--- src/rtl/tl_pkg.sv ---
// rtl/tl_pkg.sv - lamp pattern, monitor state and fault code types shared by the light monitor
package tl_pkg;

  typedef enum logic [2:0] {RED, RY, GRN, YEL, DARK, ILLEGAL} lamp_pat_t;

  typedef enum logic [2:0] {IDLE, M_RED, M_RY, M_GRN, M_YEL, M_FAULT} mon_state_t;

  typedef enum logic [2:0] {
    NONE        = 3'd0,
    ILL_PATTERN = 3'd1,
    ILL_TRANS   = 3'd2,
    DWELL_SHORT = 3'd3,
    DWELL_LONG  = 3'd4,
    BLINK       = 3'd5,
    STARTUP     = 3'd6
  } fault_code_t;

  function automatic lamp_pat_t pat_decode(input logic r, input logic y, input logic g);
    lamp_pat_t p;
    case ({r, y, g})
      3'b100:  p = RED;
      3'b110:  p = RY;
      3'b001:  p = GRN;
      3'b010:  p = YEL;
      3'b000:  p = DARK;
      default: p = ILLEGAL;
    endcase
    return p;
  endfunction

endpackage

--- src/rtl/flash_gen.sv ---
// rtl/flash_gen.sv - square wave, FLASH_HALF cycles high then low, starting high when enabled
module flash_gen #(
  parameter int FLASH_HALF = 4,
  parameter int CNT_W      = 11
) (
  input  logic clk_i,
  input  logic rst_ni,
  input  logic en_i,
  output logic wave_o
);

  logic [CNT_W-1:0] cnt_q;
  logic             phase_q;

  always_ff @(posedge clk_i) begin
    if (!rst_ni || !en_i) begin
      cnt_q   <= '0;
      phase_q <= 1'b0;
    end else if (cnt_q == CNT_W'(FLASH_HALF - 1)) begin
      cnt_q   <= '0;
      phase_q <= ~phase_q;
    end else begin
      cnt_q   <= cnt_q + 1'b1;
    end
  end

  // Combinational gate so the first enabled cycle is already high.
  assign wave_o = en_i & ~phase_q;

endmodule

--- src/rtl/light_sequence_monitor.sv ---
// rtl/light_sequence_monitor.sv - registered lamp pass-through with sequence/dwell checking and fail-safe flash
module light_sequence_monitor
  import tl_pkg::*;
#(
  parameter int CNT_W      = 11,
  parameter int MIN_RED    = 3,
  parameter int MAX_RED    = 32,
  parameter int MIN_RY     = 3,
  parameter int MAX_RY     = 32,
  parameter int MIN_GRN    = 4,
  parameter int MAX_GRN    = 64,
  parameter int MIN_YEL    = 3,
  parameter int MAX_YEL    = 32,
  parameter int FLASH_HALF = 4
) (
  input  logic       clk_i,
  input  logic       rst_ni,
  input  logic       red_i,
  input  logic       yellow_i,
  input  logic       green_i,
  output logic       red_o,
  output logic       yellow_o,
  output logic       green_o,
  output logic       fault_o,
  output logic [2:0] fault_code_o
);

  mon_state_t       state_q;
  fault_code_t      code_q;
  logic [CNT_W-1:0] dwell_q;
  logic             dark_q;
  logic             red_q, yel_q, grn_q;

  lamp_pat_t        pat;
  lamp_pat_t        nxt_pat;
  mon_state_t       nxt_st;
  logic             stay;
  logic [CNT_W-1:0] cur_min, cur_max, dwell_inc;
  logic             dark_d;
  logic             f_pat, f_trans, f_short, f_long, f_blink, f_start;
  fault_code_t      det_code;
  logic             flash;

  assign pat       = pat_decode(red_i, yellow_i, green_i);
  assign dwell_inc = (dwell_q == '1) ? dwell_q : dwell_q + 1'b1;

  always_comb begin
    stay    = 1'b1;
    nxt_pat = RED;
    nxt_st  = M_RED;
    cur_min = '0;
    cur_max = CNT_W'(MAX_RED);
    unique case (state_q)
      IDLE:  begin stay = (pat == DARK); end
      M_RED: begin stay = (pat == RED); nxt_pat = RY;  nxt_st = M_RY;
                   cur_min = CNT_W'(MIN_RED); cur_max = CNT_W'(MAX_RED); end
      M_RY:  begin stay = (pat == RY);  nxt_pat = GRN; nxt_st = M_GRN;
                   cur_min = CNT_W'(MIN_RY);  cur_max = CNT_W'(MAX_RY);  end
      M_GRN: begin stay = (pat == GRN) || (pat == DARK); nxt_pat = YEL; nxt_st = M_YEL;
                   cur_min = CNT_W'(MIN_GRN); cur_max = CNT_W'(MAX_GRN); end
      M_YEL: begin stay = (pat == YEL); nxt_pat = RED; nxt_st = M_RED;
                   cur_min = CNT_W'(MIN_YEL); cur_max = CNT_W'(MAX_YEL); end
      default: begin stay = 1'b1; end
    endcase
  end

  // IDLE reuses the dwell counter to time the dark startup window.
  always_comb begin
    f_pat   = 1'b0;
    f_trans = 1'b0;
    f_short = 1'b0;
    f_long  = 1'b0;
    f_blink = 1'b0;
    f_start = 1'b0;
    dark_d  = (state_q == M_GRN) && (pat == DARK);
    if (state_q != M_FAULT) begin
      f_pat = (pat == ILLEGAL);
      if (stay) begin
        if (state_q == IDLE) f_start = (dwell_q >= CNT_W'(MAX_RED));
        else                 f_long  = (dwell_q >= cur_max);
        f_blink = dark_d && dark_q;
      end else if (pat == nxt_pat) begin
        f_short = (state_q != IDLE) && (dwell_q < cur_min);
      end else begin
        f_trans = 1'b1;
      end
    end
  end

  always_comb begin
    if      (f_pat)   det_code = ILL_PATTERN;
    else if (f_trans) det_code = ILL_TRANS;
    else if (f_blink) det_code = BLINK;
    else if (f_short) det_code = DWELL_SHORT;
    else if (f_long)  det_code = DWELL_LONG;
    else if (f_start) det_code = STARTUP;
    else              det_code = NONE;
  end

  always_ff @(posedge clk_i) begin
    if (!rst_ni) begin
      state_q <= IDLE;
      code_q  <= NONE;
      dwell_q <= '0;
      dark_q  <= 1'b0;
      red_q   <= 1'b0;
      yel_q   <= 1'b0;
      grn_q   <= 1'b0;
    end else if (state_q != M_FAULT) begin
      if (det_code != NONE) begin
        state_q <= M_FAULT;
        code_q  <= det_code;
        red_q   <= 1'b0;
        yel_q   <= 1'b0;
        grn_q   <= 1'b0;
      end else begin
        red_q  <= red_i;
        yel_q  <= yellow_i;
        grn_q  <= green_i;
        dark_q <= dark_d;
        if (stay) begin
          dwell_q <= dwell_inc;
        end else begin
          dwell_q <= CNT_W'(1);
          state_q <= nxt_st;
        end
      end
    end
  end

  flash_gen #(
    .FLASH_HALF (FLASH_HALF),
    .CNT_W      (CNT_W)
  ) u_flash (
    .clk_i  (clk_i),
    .rst_ni (rst_ni),
    .en_i   (fault_o),
    .wave_o (flash)
  );

  assign fault_o      = (state_q == M_FAULT);
  assign fault_code_o = code_q;
  assign red_o        = red_q;
  assign green_o      = grn_q;
  assign yellow_o     = fault_o ? flash : yel_q;

endmodule
--- config.mk ---
export PLATFORM = sky130hd
export DESIGN_NAME = light_sequence_monitor
export DESIGN_NICKNAME = d
export VERILOG_FILES = /design/src/rtl/tl_pkg.sv /design/src/rtl/flash_gen.sv /design/src/rtl/light_sequence_monitor.sv
export SDC_FILE = /design/constraint.sdc
export NUM_CORES = 1
export LEC_CHECK = 0
export ABC_AREA = 1
export BUFFER_PORTS_ARGS = -buffer_cell sky130_fd_sc_hd__buf_2
export CAP_MARGIN = 0
export CORE_AREA = 4 4 68 58
export DETAILED_ROUTE_END_ITERATION = 8
export DIE_AREA = 0 0 72 62
export PLACE_DENSITY = 0.86
export SLEW_MARGIN = 30
export SYNTH_ARGS = -nofsm -noshare
export SYNTH_HDL_FRONTEND = slang
export SYNTH_SLANG_ARGS = --single-unit
--- constraint.sdc ---
create_clock -name clk_i -period 7.1 [get_ports clk_i]
set_clock_uncertainty 0.15 [all_clocks]
set_input_delay 0.355 -clock clk_i [delete_from_list [all_inputs] [get_ports clk_i]]
set_output_delay 0.355 -clock clk_i [all_outputs]
set_load 0.05 [all_outputs]
## Word level (Yosys, flattened, before mapping)

Index checks and enable logic that the tools add are counted.

- Flip-flop bits (word level): 33
- Input bits: 5
- Output and inout port bits: 7

- Add/subtract/negate cells: 2
- Order comparisons: 3
- Equality and inequality tests: 20
- Muxes and demuxes: 35
- Bitwise logic cells: 3
- Reductions and logical operators: 18

Operators by type and width:

| operator | number |
|---|---|
| 2-to-1 mux 3 bit | 8 |
| adder 11 x 1 -> 11 bit, second input constant | 2 |
| 2-to-1 mux 11 bit | 2 |
| 2-to-1 mux 1 bit | 19 |
| equality test 3 bit, second input constant | 6 |
| equality test 3 x 2 -> 1 bit, second input constant | 5 |
| case mux 3 bit (5 select lines) | 1 |
| equality test 11 bit, second input constant | 1 |
| equality test 11 x 2 -> 1 bit, second input constant | 1 |
| >= comparator 11 bit | 1 |
| >= comparator 11 x 6 -> 1 bit, second input constant | 1 |
| < comparator 11 bit | 1 |
| equality test 3 x 1 -> 1 bit, second input constant | 3 |
| logical NOT 3 bit | 3 |
| case mux 3 bit (3 select lines) | 1 |
| 2-to-1 mux 7 bit | 1 |
| case mux 2 bit (3 select lines) | 1 |
| case mux 3 bit (2 select lines) | 1 |
| AND reduction 2 bit | 3 |
| nonzero test 3 bit | 2 |
| case mux 1 bit (5 select lines) | 1 |
| equality test 3 bit | 1 |
| logical AND 1 bit | 3 |
| inequality test 3 bit, second input constant | 1 |
| 9 further kinds | 12 |

## Logic depth before layout (Yosys ltp)

- Word-level depth: 16
- Depth in mapped cells: 18
- Mapped depth without buffers: 18

## Cells and area by module

A second synthesis with hierarchy kept.

- Cells, all modules: 309
- Area, all modules: 2073.2 um2

Modules (own cells, without submodules):

| module | instances | cells an instance | area each (um2) |
|---|---|---|---|
| light_sequence_monitor | 1 | 222 | 1473.9 |
| flash_gen | 1 | 87 | 599.3 |

## Least setup slack after synthesis

No wires, ideal clock.

- Path type: register to output
- From: register state_q[0]
- To: output port yellow_o
- Arrival: 1922 ps
- Data required time: 6595 ps
- Slack: 4673 ps
- Cell stages (with the launch flop): 4
- Path buffers: 1
- Cell sequence: dfxtp_1 -> nand3_2 -> buf_2 -> o21ai_0

- Word-level cells in the longest chain between the ends: 3

RTL lines:

| what | line | text |
|---|---|---|
| start, declared | light_sequence_monitor.sv:28 | `mon_state_t state_q;` |
| start signal, assigned | light_sequence_monitor.sv:125 | `state_q <= nxt_st;` |
| equality test 3 bit (*) | light_sequence_monitor.sv:141 | `assign fault_o = (state_q == M_FAULT);` |
| AND 1 bit | flash_gen.sv:28 | `assign wave_o = en_i & ~phase_q;` |
| 2-to-1 mux 1 bit (*) | light_sequence_monitor.sv:145 | `assign yellow_o = fault_o ? flash : yel_q;` |
| end, declared | light_sequence_monitor.sv:22 | `output logic yellow_o,` |

Every way passes the cells marked *; elsewhere a longest branch is shown, timed or not.

## Final worst setup path

- From: register state_q[2]
- To: register state_q[1]

- Word-level cells in the longest chain between the ends: 15
- Elaborated cells on any way between the ends: 45
- Those cells by class: order compare: 2; eq/ne: 7; mux: 28; reduce/logical: 8

RTL lines:

| what | line | text |
|---|---|---|
| equality test 3 bit, or another cell as far along | light_sequence_monitor.sv:53 | `unique case (state_q)` |
| OR reduction 3 bit (no source line) | -- |  |
| case mux 3 bit (2 select lines) | light_sequence_monitor.sv:53 |  |
| < comparator 11 bit | light_sequence_monitor.sv:83 | `f_short = (state_q != IDLE) && (dwell_q < cur_min);` |
| logical AND 1 bit | light_sequence_monitor.sv:83 |  |
| 2-to-1 mux 1 bit | light_sequence_monitor.sv:82 | `end else if (pat == nxt_pat) begin` |
| 2-to-1 mux 1 bit | light_sequence_monitor.sv:78 | `if (stay) begin` |
| 2-to-1 mux 1 bit | light_sequence_monitor.sv:76 | `if (state_q != M_FAULT) begin` |
| 2-to-1 mux 3 bit | light_sequence_monitor.sv:94 | `else if (f_short) det_code = DWELL_SHORT;` |
| 2-to-1 mux 3 bit | light_sequence_monitor.sv:93 | `else if (f_blink) det_code = BLINK;` |
| 2-to-1 mux 3 bit | light_sequence_monitor.sv:92 | `else if (f_trans) det_code = ILL_TRANS;` |
| 2-to-1 mux 3 bit | light_sequence_monitor.sv:91 | `if (f_pat) det_code = ILL_PATTERN;` |
| nonzero test 3 bit | light_sequence_monitor.sv:110 | `if (det_code != NONE) begin` |
| inequality test 2 x 1 -> 1 bit (no source line) | -- |  |
| AND reduction 2 bit (no source line) | -- |  |

Several ways; a longest one is shown, not always the timed one. The select of a mux whose other input is x is not followed.
A chain may end at the register's enable or synchronous reset.

==> flow_summary.toml <==
[floorplan]
fp.dieW_um = 72
die-height_um = 62
rows = 19
start_util_pct = 62.9
design.core.area_um2 = 3280
die_area_um2 = 4460
io_pins = 12

[power]
peakVddDrop_v = 0.000184
p_leak_uw = 0.00104
power_density_nw_per_um2 = 291

[setup_path]
worstSetupPathType = "register to register"
worstReg2RegStart = "state_q[2]$_SDFFE_PN0P_"
r2r-end = "state_q[1]$_SDFFE_PN0P_"
crit_start = "state_q[2]$_SDFFE_PN0P_"
required_ns = 7.17
startpoint_type = "register"
r2r.worst_path.cells = 16
crit_path_end_kind = "register"
arrival_ns = 2.86
reg2reg_slack_ns = 4.31
cp_max_fo = 12

[drt]
viasPerCell = 5.22
route.detailed.drc = 0
routed-wl-met2_um = 2080
route.met3.wl_um = 246
drtIter0Drc = 136
vias = 1894
drt_pass1_iterations = 4
wirelength_um = 4470
ant_nets = 0
highest_layer = "met4"
wl_met1_um = 2070
wire_per_inst_um = 12.3

[clocking]
clk_latency_ns = 0.29
root_buffer = "clkbuf_8"
cts_tree = "built"
clockBufferDepth = 2
ctsHoldBuffers = 0
post-cts-setup-buffers = 0
htree_levels = 2
ctsResizeCount = 0
clk_transition_reported_paths_ns = 0.07
cts_inserted_buffers = 5
clkSinkCount = 33

[global_routing]
grt_pass1_vias = 1781
antenna_found_initial = 0
grtUsageTotal_pct = 22.4
grt_overflow = 0
grt_pass1_wl_um = 7690
grt_max_degree = 18

[min_path]
hold-path-cell-count = 3
hold_class = "primary input to register"
whs_endpoint = "red_o$_SDFFE_PN0N_"
min_from = "red_i"

[placement]
hpwl_um = 3350
place_congestion = 0.969
io_buffers = 11

[sta]
drv_slew = 0
final.min_clock_period_ns = 2.79
clock.fmax_ghz = 0.358
setup_tns_ns = 0
rsz0062_at_grt = "no"
slew_headroom_pct = 61.2
holdWs_ns = 0.201
finalHoldViolCount = 0
period_share_pct = 39.4
tightestPinTransition_ns = 0.582
finalSetupViolCount = 0

[yosys]
syn-num-nets = 319
netlist-cell-type-count = 32
syn_area_um2 = 2060
ys_warn_count = 0
yosysSeqAreaShare_pct = 32.0
ys_ff_latch = 33
postSynthAreaPerCell_um2 = 6.72
netlist_instances = 307

[final_layout]
antenna_cells = 0
final_nets = 332
drive_gt1_share_pct = 18.4
area_growth_syn_to_layout_pct = 9.41

[status]
outcome = "completed"

[job]
drv_cap = 0
## synth_stat cells
cell type  instances  share of area [%]
nand2_1           73                 13
xor2_1             7                3.0
nor4_1             2               0.61
nand3_4            1               0.85
ha_1               7                4.2
nor3_1             4               0.97
nand3_1           22                5.3
buf_2              2               0.49
inv_2              5               0.91
clkbuf_1           2               0.36
nor2_2             5                1.5
nor3b_1            2               0.73
a31oi_1            4                1.2
nor2_1            43                7.8
or2_2              4                1.2
dfxtp_1           33                 32
nand4_1            4                1.2
nor2_4             2                1.1
and3_1             1               0.30
nand3_2            6                2.9
nand2_4            1               0.55
o21ai_0            7                1.7
a21oi_4            1               0.79
buf_6              1               0.55
clkinv_4           1               0.42
o21a_1             1               0.36
nand2_2            8                2.4
a21oi_2            5                2.1
nand3b_1           2               0.73
nor3_2             1               0.49
inv_1             39                7.1
a21oi_1           11                2.7
## layout make-up
cell class              instances  area, µm²
fillers                       291       1020
clock buffers                   5       68.8
inverters                      45        174
well taps                      42       52.6
repair buffers                 11       55.1
clock inverters                 3       46.3
multi-input cells             224       1200
flip-flops and latches         33        661
## placed cells by master, fill, tap and decap left out
cell and count:
a21oi_2 5, or2_2 4, nand2_1 73, nor4_1 2, o21ai_0 7, clkinv_4 2, ha_1 7, a21oi_1 11
nor3_1 4, nand2_4 1, bufinv_16 1, nand4_1 4, o21a_1 1, nor2_2 5, a21oi_4 1, nand3_1 22
inv_2 5, nor3_2 1, dfxtp_1 33, nand3b_1 2, nand3_2 6, nor2_4 2, clkbuf_8 5, nor3b_1 2
clkinvlp_4 1, and3_1 1, xor2_1 7, nor2_1 43, nand2_2 8, buf_2 11, nand3_4 1, a31oi_1 4
inv_1 39
## sequential cells by signal, indices dropped and copies added, names as in the netlist
name	count
dark_q	1
dwell_q	11
fault_code_o	3
green_o	1
red_o	1
state_q	3
u_flash.cnt_q	11
u_flash.phase_q	1
yel_q	1
## worst max-delay path, stage by stage, from the launching register on
cell,delay [ns]
dfxtp_1,0.36
inv_2,0.13
nand2_2,0.10
nor2_2,0.15
inv_2,0.09
ha_1,0.29
nand2_1,0.08
nor2_1,0.04
nand3_1,0.07
nand3_1,0.06
nand2_1,0.07
a21oi_2,0.05
nand2_2,0.09
nand4_1,0.11
nor2_2,0.47
nand2_1,0.22
a21oi_1,0.19
## power breakdown
group          switching (µW)  total (µW)  leakage, µW  internal [µW]
combinational             169         246     0.000720           77.5
sequential               23.3         229     0.000269            206
clock                    74.9         180    0.0000543            105
## routing by layer
metal	vias up	track usage, %
met4	0	8.85
met1	842	28.3
met3	11	4.82
met2	48	38.0
met5	-	0
li1	993	-
## logic make-up (layout without fill, tap and decap cells)
kind of cell	count (synthesis)	after routing	share of synthesized area, %
AO/OA/AOI/OAI	29	29	8.86
flip-flops	33	33	32.0
adder cells (fa/ha/maj)	7	7	4.25
buffers and inverters	50	64	9.83
AND/OR/NAND/NOR	181	181	42.1
XOR/XNOR	7	7	2.97
## worst max path at each step
stage,to,slack (ns),cells past startpoint
after floorplan,yellow_o,4.67,3
after global placement,state_q[1]$_SDFFE_PN0P_,4.40,16
after detailed placement,state_q[1]$_SDFFE_PN0P_,4.38,16
after CTS,state_q[1]$_SDFFE_PN0P_,4.32,16
after global routing,state_q[1]$_SDFFE_PN0P_,4.00,16
final,state_q[1]$_SDFFE_PN0P_,4.31,16
## per-stage QoR
step           utilization (%)  cell area [µm²]  setup slack, ns  total power [µW]  instances
4_1_cts                   68.8             2260             4.32               658        363
5_1_grt                   68.8             2260             4.00               702        363
2_1_floorplan                -             2060             4.67               432        307
3_3_place_gp              65.3             2140             4.40               471        355
6_report                  68.8             2260             4.31               655        363
3_5_place_dp              65.3             2140             4.38               477        355
(Power assumes the default switching activity.)
